File: config.mk
export PLATFORM = sky130hd
export DESIGN_NAME = reg_status_table
export DESIGN_NICKNAME = d
export VERILOG_FILES = /design/src/rtl/reg_status_table.sv
export SDC_FILE = /design/constraint.sdc
export NUM_CORES = 1
export LEC_CHECK = 0
export ABC_AREA = 1
export CAP_MARGIN = 10
export CORE_MARGIN = 8
export CORE_UTILIZATION = 65
export DETAILED_ROUTE_END_ITERATION = 10
export DONT_BUFFER_PORTS = 1
export HOLD_SLACK_MARGIN = 0.1
export MAX_ROUTING_LAYER = met4
export PLACE_DENSITY = 0.81
export SLEW_MARGIN = 40
export SYNTH_ARGS = -nofsm -noshare
export SYNTH_HDL_FRONTEND = slang
export SYNTH_SLANG_ARGS = --single-unit
File: constraint.sdc
create_clock -name clk -period 3.75 [get_ports clk]
set_input_delay 0.375 -clock clk [delete_from_list [all_inputs] [get_ports clk]]
set_output_delay 0.375 -clock clk [all_outputs]
set_load 0.02 [all_outputs]
File: src/rtl/reg_status_table.sv
// Tomasulo register result-status (Qi) table.
// Tracks which reservation-station tag will produce each architectural
// register, answers source-readiness lookups at issue, and snoops the CDB to
// drive the register file write port when a broadcast tag still owns a reg.
//
// Interface timing: there is no valid/ready handshake here. issue_valid and
// cdb_valid are single-cycle strobes that are always accepted. Lookups and the
// register-file write port are combinational from the current table state. The
// table and busy_count update on the next rising clock edge.
module reg_status_table #(
  parameter int N_REGISTER = 8,
  parameter int N_NUMBERS  = $clog2(N_REGISTER),
  parameter int N_SIZE     = 16,
  parameter int TAG_W      = 3
) (
  input  logic                 clk,
  input  logic                 reset,
  input  logic                 issue_valid,
  input  logic [N_NUMBERS-1:0] issue_rd,
  input  logic                 issue_has_rd,
  input  logic [TAG_W-1:0]     issue_tag,
  input  logic [N_NUMBERS-1:0] rs_num,
  input  logic [N_NUMBERS-1:0] rt_num,
  output logic                 rs_busy,
  output logic [TAG_W-1:0]     rs_tag,
  output logic                 rt_busy,
  output logic [TAG_W-1:0]     rt_tag,
  input  logic                 cdb_valid,
  input  logic [TAG_W-1:0]     cdb_tag,
  input  logic [N_SIZE-1:0]    cdb_data,
  input  logic                 flush,
  output logic [N_SIZE-1:0]    rf_data,
  output logic [N_NUMBERS-1:0] rf_writeNum,
  output logic                 rf_write_flag,
  output logic [N_NUMBERS:0]   busy_count
);

  logic [N_REGISTER-1:0] busy;
  logic [TAG_W-1:0]      tag [N_REGISTER];
  logic [N_REGISTER-1:0] match;
  logic [N_REGISTER-1:0] busy_next;
  logic [N_NUMBERS:0]    count_next;
  logic                  issue_en;

  assign issue_en = issue_valid & issue_has_rd;

  // A register matches only while busy, so a stale (WAW-overwritten) tag never writes.
  always_comb begin
    match = '0;
    for (int i = 0; i < N_REGISTER; i++) begin
      match[i] = cdb_valid & busy[i] & (tag[i] == cdb_tag);
    end
  end

  // Register-file write port: lowest matching index wins if tags were duplicated.
  always_comb begin
    rf_write_flag = 1'b0;
    rf_writeNum   = '0;
    rf_data       = cdb_data;
    for (int i = N_REGISTER - 1; i >= 0; i--) begin
      if (match[i]) begin
        rf_write_flag = 1'b1;
        rf_writeNum   = N_NUMBERS'(i);
      end
    end
    if (reset) begin
      rf_write_flag = 1'b0;
      rf_writeNum   = '0;
    end
  end

  // Source lookups use pre-issue state; a source resolved on the CDB this cycle reads ready.
  always_comb begin
    rs_busy = ~reset & busy[rs_num] & ~(cdb_valid & (cdb_tag == tag[rs_num]));
    rt_busy = ~reset & busy[rt_num] & ~(cdb_valid & (cdb_tag == tag[rt_num]));
    rs_tag  = rs_busy ? tag[rs_num] : '0;
    rt_tag  = rt_busy ? tag[rt_num] : '0;
  end

  // Next busy vector: CDB clears first, then issue sets (issue wins on the same reg).
  always_comb begin
    busy_next = busy & ~match;
    if (issue_en) begin
      busy_next[issue_rd] = 1'b1;
    end
    if (flush) begin
      busy_next = '0;
    end
  end

  // Population count of the next busy vector feeds the registered busy_count.
  always_comb begin
    count_next = '0;
    for (int i = 0; i < N_REGISTER; i++) begin
      count_next = count_next + {{N_NUMBERS{1'b0}}, busy_next[i]};
    end
  end

  // Table state and busy_count update; reset > flush > normal.
  always_ff @(posedge clk) begin
    if (reset) begin
      busy       <= '0;
      busy_count <= '0;
      for (int i = 0; i < N_REGISTER; i++) begin
        tag[i] <= '0;
      end
    end else begin
      busy       <= busy_next;
      busy_count <= count_next;
      if (issue_en && !flush) begin
        tag[issue_rd] <= issue_tag;
      end
    end
  end

endmodule
Word level (Yosys, flattened, before mapping)
Memories as Yosys holds them, arrays and structs flattened.
Index checks and enable logic that the tools add are counted.
- bitwise operators: 29
- order comparisons: 4
- reduce and logical (&&, ||, !) cells: 4
- equal/unequal tests: 10
- add/sub/neg operators: 7
- mux-type cells: 36
- operator list (kind ; count):
    $mux 3 ; 13
    $eq 3x3->1 ; 10
    $and 1x1->1 ; 23
    $mux 1 ; 18
    $add 4x1->4 ; 4
    $mux 8 ; 2
    $lt 3x4->1 const B ; 3
    $and 8x8->8 ; 1
    $not 8->8 ; 1
    $or 8x8->8 ; 1
    $bmux 1 s3 ; 2
    $add 3x1->4 ; 1
    $add 2x1->3 ; 1
    $demux 1 s3 ; 1
    $ge 3x1->1 const B ; 1
    $not 1->1 ; 3
    $reduce_or 3->1 ; 1
    $add 1x1->2 ; 1
    $logic_and 1x1->1 ; 2
    $logic_not 1->1 ; 1
- memories: 1
- word-level logic and storage cells: 93
- output and inout bits: 32
- bits in writable memories: 24
- register bits: 12
- memory list (memory ; depth ; width ; read ports ; clocked after Yosys merged registers in ; wr ports ; RTL line ; RTL):
    tag ; 8 ; 3 ; 10 ; 0 ; 8 ; 39 ; logic [TAG_W-1:0] tag [N_REGISTER];

Logic depth before layout (Yosys ltp)
Gate-level depths: netlist of the first run.
- word-level depth: 14
- depth in mapped cells: 16
- gate-level depth less buffers: 15

Worst setup path before layout of the first run
No wires, ideal clock.
- path kind: input to register
- start: in cdb_tag[0]
- end: reg busy_count[2]
- arrival: 3300 ps
- required time: 3622 ps
- buffers on the path: 2
- setup time: 128 ps
- slack: 322 ps
- stages on the path: 16
- cells stage by stage: buf_6 inv_4 buf_6 nor2_1 nor3_2 nand2_1 a31oi_1 fa_1 fa_1 fa_1 inv_1 ha_1 inv_1 fa_1 xor2_1 nor2_1
- word-level cells in the longest chain between the ends: 14
- elaborated cells between the ends (all ways): 28
- classes of those cells: add/sub: 7; eq/ne: 8; mux: 2; bitwise: 11
- ends and longest elaborated chain (item ; RTL line ; RTL):
    start, declared ; 29 ; input logic [TAG_W-1:0] cdb_tag,
    $eq 3x3->1 ; 51 ; match[i] = cdb_valid & busy[i] & (tag[i] == cdb_tag);
    $and 1x1->1 ; 51 ;
    $not 8->8 (*) ; 82 ; busy_next = busy & ~match;
    $and 8x8->8 (*) ; 82 ;
    $or 8x8->8 (no source line) ; -- ;
    $mux 8 (*) ; 83 ; if (issue_en) begin
    $mux 8 (*) ; 86 ; if (flush) begin
    $add 1x1->2 ; 95 ; count_next = count_next + {{N_NUMBERS{1'b0}}, busy_next[i]};
    $add 2x1->3 ; 95 ;
    $add 3x1->4 ; 95 ;
    $add 4x1->4 (3 in a row) ; 95 ;
    $add 4x1->4 (*) ; 95 ;
    end signal, assigned ; 109 ; busy_count <= count_next;
    end, declared ; 35 ; output logic [N_NUMBERS:0] busy_count
Every way passes the cells marked *; elsewhere a longest branch is shown, timed or not.
A chain may end at the register's enable or synchronous reset.

==> metrics.yaml, run 1 <==
grtUsageMet3: 0.0556
route.detailed.drc: 0
finalHoldViolations: 0
yosysMostFrequentCell: "nand2_1"
ys_types: 35
core_area_mm2: 0.00463
cts-hold-fix-buffers: 0
wirelength_um: 8010
layout-drive-gt1-share: 0.0837
path_max_fanout: 4
worstSkewPairLatency_ps: 280
cp_slowest_stage_delay_ps: 520
ios: 69
fin_crit_sh: 0.931
h-tree-depth: 2
r2r_cells: 14
slowest_stage: "fa_1"
cp_cell_sequence: "inv_1, o22ai_1, a21oi_1, nand2_1, a31oi_1, fa_1, fa_1, fa_1, inv_1, ha_1, inv_1, fa_1, xor2_1, nor2_1"
min_period_ps: 3490
cp-end-kind: "flip-flop"
die_w_um: 84.8
port-buffer-count: 0
fp.dieH_um: 84.8
hold_class: "in -> reg"
drt-vias-per-instance: 5.93
ys_ff_latch: 36
use_met2: 0.379
status: "finished, final reports clean"
ctsResizeCount: 0
top_usage_layer: "met2"
power_density_mw_per_mm2: 292
grt_pass1_vias: 2798
core.rowCount: 25
clockRootBuffer: "clkbuf_8"
grt_max_degree: 20
finalMaxSlewViolations: 0
max_slew.worst_pin.slew_ps: 499
rsz0062_at_grt: "no"
overflow: 0
synth_async_sr_flop_share: 0
relSlewSlack: 0.666
setup_viol: 0
drt_iter0_markers: 363
synth.top_cells.by_count: "nand2_1 (130), nor2_1 (63), inv_1 (56)"
worst_r2r_endpoint: "busy_count[2]$_SDFF_PP0_"
grt_pass1_wl_um: 13200
timing.critical_path.mode_cell: "fa_1"
syn_area_mm2: 0.00307
numCtsBuffers: 5
synthesis.nets: 496
p_leak_nw: 1.42
avgSynthCellArea_um2: 6.80
crit_arrival_ps: 3670
cts_setup_buffers: 0
firstDrtPassIters: 5
ys_top_cells_by_area: "edfxtp_1 (23%), nand2_1 (16%), dfxtp_1 (7.8%)"
start_util: 0.664
cts.clk_slew.worst_paths_ps: 70
yosysTopAreaCell: "edfxtp_1"
grt.total_usage: 0.236
die_area_mm2: 0.00719
fin_area_mm2: 0.00298
r2r_slack_ps: 260
fmax_mhz: 286
path_class: "reg -> reg"
num_antenna_cells: 0
yosys_warnings: 0
yosysSeqAreaShare: 0.313
numClockSinks: 36
worstPathRequired_ps: 3930
setup_ws_ps: 259
start_kind: "flip-flop"
synth_ff_type: "edfxtp_1"
placed_area_mm2: 0.00289
clk_path_buf_depth: 2
timing.rr.start: "tag[0][0]$_SDFFCE_PN0P_"
synth_edf_count: 24
final_antenna_net_count: 0
cts_tree: "done"
use_met1: 0.259
synthCells: 452
dpl.hpwl_um: 6330
antenna_found_initial: 0
dp_slack_ps: 259
num-nets-final: 473
gp_congestion: 0.970
finalCoreUtilization: 0.643
synth_top_area_share: 0.234
dr_total_vias: 2870
wl_per_cell_um: 16.5
min_from: "reset"
irDropWorstVdd_v: 0.000273
crit_start: "tag[0][0]$_SDFFCE_PN0P_"
synthToLayoutAreaGrowth_pct: -3.22
skew_ps: 4.40
tns_ps: 0
endpoint: "busy_count[2]$_SDFF_PP0_"
drv_cap: 0
-- area by class of cell --
| cell class | instances | area (um^2) |
|---|---|---|
| Inverter | 61 | 244 |
| Multi-Input combinational cell | 324 | 1610 |
| Tap cell | 54 | 67.6 |
| Clock inverter | 1 | 5.00 |
| Fill cell | 434 | 1650 |
| Sequential cell | 36 | 961 |
| Clock buffer | 7 | 76.3 |
| Timing Repair Buffer | 1 | 7.51 |
-- cells by family (layout without fill, tap and decap cells) --
logic type	Yosys count	after routing	synth area share
and+or+nand+nor	268	268	0.390
buffers and inverters	92	70	0.164
AOI/OAI and AO/OA	43	43	0.0777
DFF	36	36	0.313
adders and majority gates	7	7	0.0383
xor gates and xnor gates	6	6	0.0171
-- power breakdown --
part / internal (W) / switching, W / leakage (nW)
Clock: 0.000130 / 0.000126 / 0.0422
Combinational: 0.0000512 / 0.000108 / 1.05
Sequential: 0.000439 / 0.0000133 / 0.325
-- metal layers --
layer / vias up / wire, um
li1: 1378 / -
met1: 1267 / 3010
met4: 0 / 442
met5: - / 0
met3: 44 / 820
met2: 181 / 3730
-- state kept, by name, indices dropped and copies added (netlist names) --
name	count
tag	24
busy	8
busy_count	4
-- critical path: cells and delay by family, from the launching register on --
| kind | cells | cell delay [ps] |
|---|---|---|
| flops | 1 | 410 |
| fa+ha+maj | 5 | 1950 |
| simple gates | 2 | 180 |
| xor+xnor | 1 | 130 |
| compound gates | 3 | 460 |
| buf+inv | 3 | 230 |
-- worst min path at each step --
stage / cells past startpoint / slack [ps] / endpoint
final: 1 / 150 / busy_count[1]$_SDFF_PP0_
after global routing: 1 / 150 / busy_count[1]$_SDFF_PP0_
after CTS: 1 / 150 / busy_count[2]$_SDFF_PP0_
after detailed placement: 1 / 450 / busy_count[1]$_SDFF_PP0_
after global placement: 1 / 440 / busy_count[1]$_SDFF_PP0_
after floorplan: 1 / 440 / busy[2]$_SDFF_PP0_
-- placed cells by master (no fill, tap or decap), types with 2 or more instances in the layout --
cell type / n
nand2_1: 130
nor2_1: 63
inv_1: 56
nand3_1: 36
edfxtp_1: 24
a21oi_1: 16
o21ai_0: 16
nor3_1: 12
dfxtp_1: 12
nand3_2: 11
xor2_1: 6
nand2_2: 5
a31oi_1: 5
clkbuf_8: 5
nor3_2: 4
fa_1: 4
o211ai_1: 3
ha_1: 3
inv_2: 2
o22ai_1: 2
nor2_2: 2
nand2b_1: 2
clkbuf_1: 2
-- metrics by stage --
| stage | cells | hold WS, ps | total power (W) |
|---|---|---|---|
| 2_1_floorplan | 452 | 444 | 0.000633 |
| 3_3_place_gp | 476 | 445 | 0.000613 |
| 3_5_place_dp | 476 | 447 | 0.000618 |
| 4_1_cts | 484 | 152 | 0.000868 |
| 5_1_grt | 484 | 146 | 0.000908 |
| 6_report | 484 | 153 | 0.000868 |
Power figures use the tool's default switching activity.
==> run 2: changes to the inputs <==
--- a/config.mk
+++ b/config.mk
@@ -5,15 +5,15 @@
 export SDC_FILE = /design/constraint.sdc
 export NUM_CORES = 1
 export LEC_CHECK = 0
-export ABC_AREA = 1
+export ABC_AREA = 0
 export CAP_MARGIN = 10
 export CORE_MARGIN = 8
-export CORE_UTILIZATION = 65
+export CORE_UTILIZATION = 64
 export DETAILED_ROUTE_END_ITERATION = 10
 export DONT_BUFFER_PORTS = 1
 export HOLD_SLACK_MARGIN = 0.1
 export MAX_ROUTING_LAYER = met4
-export PLACE_DENSITY = 0.81
+export PLACE_DENSITY = 0.8
 export SLEW_MARGIN = 40
 export SYNTH_ARGS = -nofsm -noshare
 export SYNTH_HDL_FRONTEND = slang
==> run 2 against run 1 <==
  * Clock-buffer cell count down 2
  * Area after synthesis fell by 8.5%
  * Sequential power rose by 0.9%
==> metrics.yaml, run 2 <==
use_met1: 0.242
grt_max_degree: 27
pwr-share-seq: 0.531
clk_path_buf_depth: 2
wirelength_um: 6670
r2r_cells: 11
setup_viol: 0
synthToLayoutAreaGrowth_pct: 1.56
num-nets-final: 288
finalCoreUtilization: 0.665
grt_pass1_vias: 1954
ys_types: 39
use_met2: 0.332
core.rowCount: 24
yosysTopAreaCell: "edfxtp_1"
relSlewSlack: 0.480
drv_cap: 0
die_area_mm2: 0.00677
worstSkewPairLatency_ps: 290
reg_top3: "tag (24), busy (8), busy_count (4)"
route.detailed.drc: 0
irDropWorstVdd_v: 0.000245
timing.critical_path.mode_cell: "fa_1"
yosys_warnings: 0
gp_congestion: 0.884
holdPathEnd: "busy_count[1]$_SDFF_PP0_"
largest_reg_flops: 24
place_inst: 285
dp_slack_ps: -45.0
finalHoldViolations: 0
yosysMostFrequentCell: "and3_1"
swShare: 0.262
die_w_um: 82.3
final_antenna_net_count: 0
final_cell_mix: "and3_1 (27), edfxtp_1 (24), xor2_1 (22), nor2_1 (22), mux4_1 (16)"
clockRootBuffer: "clkbuf_8"
skew_ps: 3.92
layout-drive-gt1-share: 0.143
min_period_ps: 3690
num_antenna_cells: 0
synth_edf_count: 24
fmax_mhz: 271
power.share.combinational: 0.142
syn_area_mm2: 0.00281
final_cell_count_no_fill: 297
start_util: 0.655
path_buf_inv: 2
p_leak_nw: 1.21
grtUsageMet3: 0.0563
nFillCells: 344
grt_pass1_wl_um: 10200
fin_crit_sh: 0.984
ios: 69
grt.total_usage: 0.210
synth_async_sr_flop_share: 0
max_slew.worst_pin.slew_ps: 775
fin_area_mm2: 0.00286
worst_r2r_endpoint: "busy_count[1]$_SDFF_PP0_"
fp.dieH_um: 82.3
dpl.hpwl_um: 5260
dr_total_vias: 1968
crit_arrival_ps: 3890
timing.rr.start: "tag[0][0]$_SDFFCE_PN0P_"
cellInternalPower_w: 0.000635
power_density_mw_per_mm2: 301
p_sw_w: 0.000225
yosysSeqAreaShare: 0.342
top_usage_layer: "met2"
slowest_stage: "or4_4"
layout_commonest_cell: "and3_1"
finalMaxSlewViolations: 0
port-buffer-count: 0
numCtsBuffers: 5
synth_top_area_share: 0.256
min_path_cells: 1
cp_cell_sequence: "xor2_1, or4_4, a32oi_4, fa_1, fa_1, fa_1, inv_1, ha_2, inv_2, fa_2, nor2_1"
path_max_fanout: 2
drt_iter0_markers: 133
regMostFlops: "tag"
worstPathRequired_ps: 3950
cts_tree: "done"
overflow: 0
cp-end-kind: "flip-flop"
path_class: "reg -> reg"
r2r_slack_ps: 60
start_kind: "flip-flop"
drt-vias-per-instance: 6.63
placed_area_mm2: 0.00271
min_from: "reset"
setup_ws_ps: 58.8
rsz0062_at_grt: "yes"
cts.clk_slew.worst_paths_ps: 80
synthCells: 257
power_frac_clock: 0.327
antenna_found_initial: 0
core_area_mm2: 0.00429
hold_class: "in -> reg"
cp_slowest_stage_delay_ps: 540
avgSynthCellArea_um2: 10.9
wl_per_cell_um: 22.5
h-tree-depth: 2
synth.top_cells.by_count: "and3_1 (27), edfxtp_1 (24), nor2_1 (22), xor2_1 (22), buf_4 (18)"
numClockSinks: 36
synthesis.nets: 301
ys_ff_latch: 36
status: "finished, final reports clean"
cp_top_family: "adder cells"
ys_top_cells_by_area: "edfxtp_1 (26%), mux4_1 (15%), dfxtp_1 (8.5%)"
firstDrtPassIters: 4
synth_ff_type: "edfxtp_1"
-- run 2: changes by cell type after synthesis, sizes merged, moves of 13 or more --
cell / previous run / this run
o21ai: 16 / 1
and3: 0 / 27
nor2: 65 / 22
a21oi: 16 / 3
nand3: 47 / 3
inv: 61 / 8
xor2: 6 / 22
nand2: 135 / 12
mux4: 0 / 16
-- run 2: power groups by stage --
stage	Sequential, W	Combinational, W	Clock, W
after floorplan	0.000458	0.000142	0
after global placement	0.000463	0.000113	0
after detailed placement	0.000466	0.000118	0
after CTS	0.000456	0.000121	0.000287
after global routing	0.000458	0.000133	0.000303
final	0.000457	0.000123	0.000281
-- run 2: timing repair --
| item | 4_1_cts | 5_1_grt |
|---|---|---|
| cloned | 0 | 0 |
| endpoints found under the setup margin | 2 | 2 |
| pin swaps | 1 | 3 |
| gates resized for setup | 1 | 5 |
| setup buffers | 3 | 1 |
| hold buffers | 0 | 0 |
-- run 2: how the worst max path moves through the flow --
stage                             from                  endpoint  slack, ps  cells past startpoint
4_1_cts        tag[0][0]$_SDFFCE_PN0P_  busy_count[2]$_SDFF_PP0_          7                     12
3_3_place_gp   tag[0][2]$_SDFFCE_PN0P_  busy_count[2]$_SDFF_PP0_         40                     12
5_1_grt        tag[0][0]$_SDFFCE_PN0P_  busy_count[1]$_SDFF_PP0_       -100                     11
2_1_floorplan                cdb_valid  busy_count[2]$_SDFF_PP0_         50                     13
6_report       tag[0][0]$_SDFFCE_PN0P_  busy_count[1]$_SDFF_PP0_         60                     11
3_5_place_dp   tag[0][2]$_SDFFCE_PN0P_  busy_count[2]$_SDFF_PP0_        -40                     12
-- run 2: metal layers --
layer  share of wire  vias to the layer above
met2            0.48                      107
met1            0.39                      934
met5               0                        -
met3           0.099                       19
li1                -                      908
met4           0.034                        0
-- run 2: logic make-up after synthesis --
logic type | Yosys count | share of synthesized area
AO/OA/AOI/OAI | 21 | 0.0516
XOR/XNOR | 29 | 0.0903
adder cells (fa/ha/maj) | 7 | 0.0418
buffers and inverters | 38 | 0.0912
flip-flops | 36 | 0.342
multiplexers | 26 | 0.188
AND/OR/NAND/NOR | 100 | 0.196
-- run 2: area by class of cell --
class                      count  area [um^2]  share of cell area
multi-input combinational    183         1630               0.572
sequential                    36          961               0.336
timing repair buffer          10         75.1              0.0263
clock buffer                   5         68.8              0.0241
tap                           52         65.1              0.0228
inverter                       8         30.0              0.0105
clock inverter                 3         23.8             0.00832
-- run 2: through the flow --
stage               total power [W]  hold slack (ps)  TNS [ps]
floorplan                  0.000600              447         0
global placement           0.000576              446         0
detailed placement         0.000584              447     -45.0
CTS                        0.000864              131         0
global route               0.000894              132      -193
finish                     0.000861              146         0
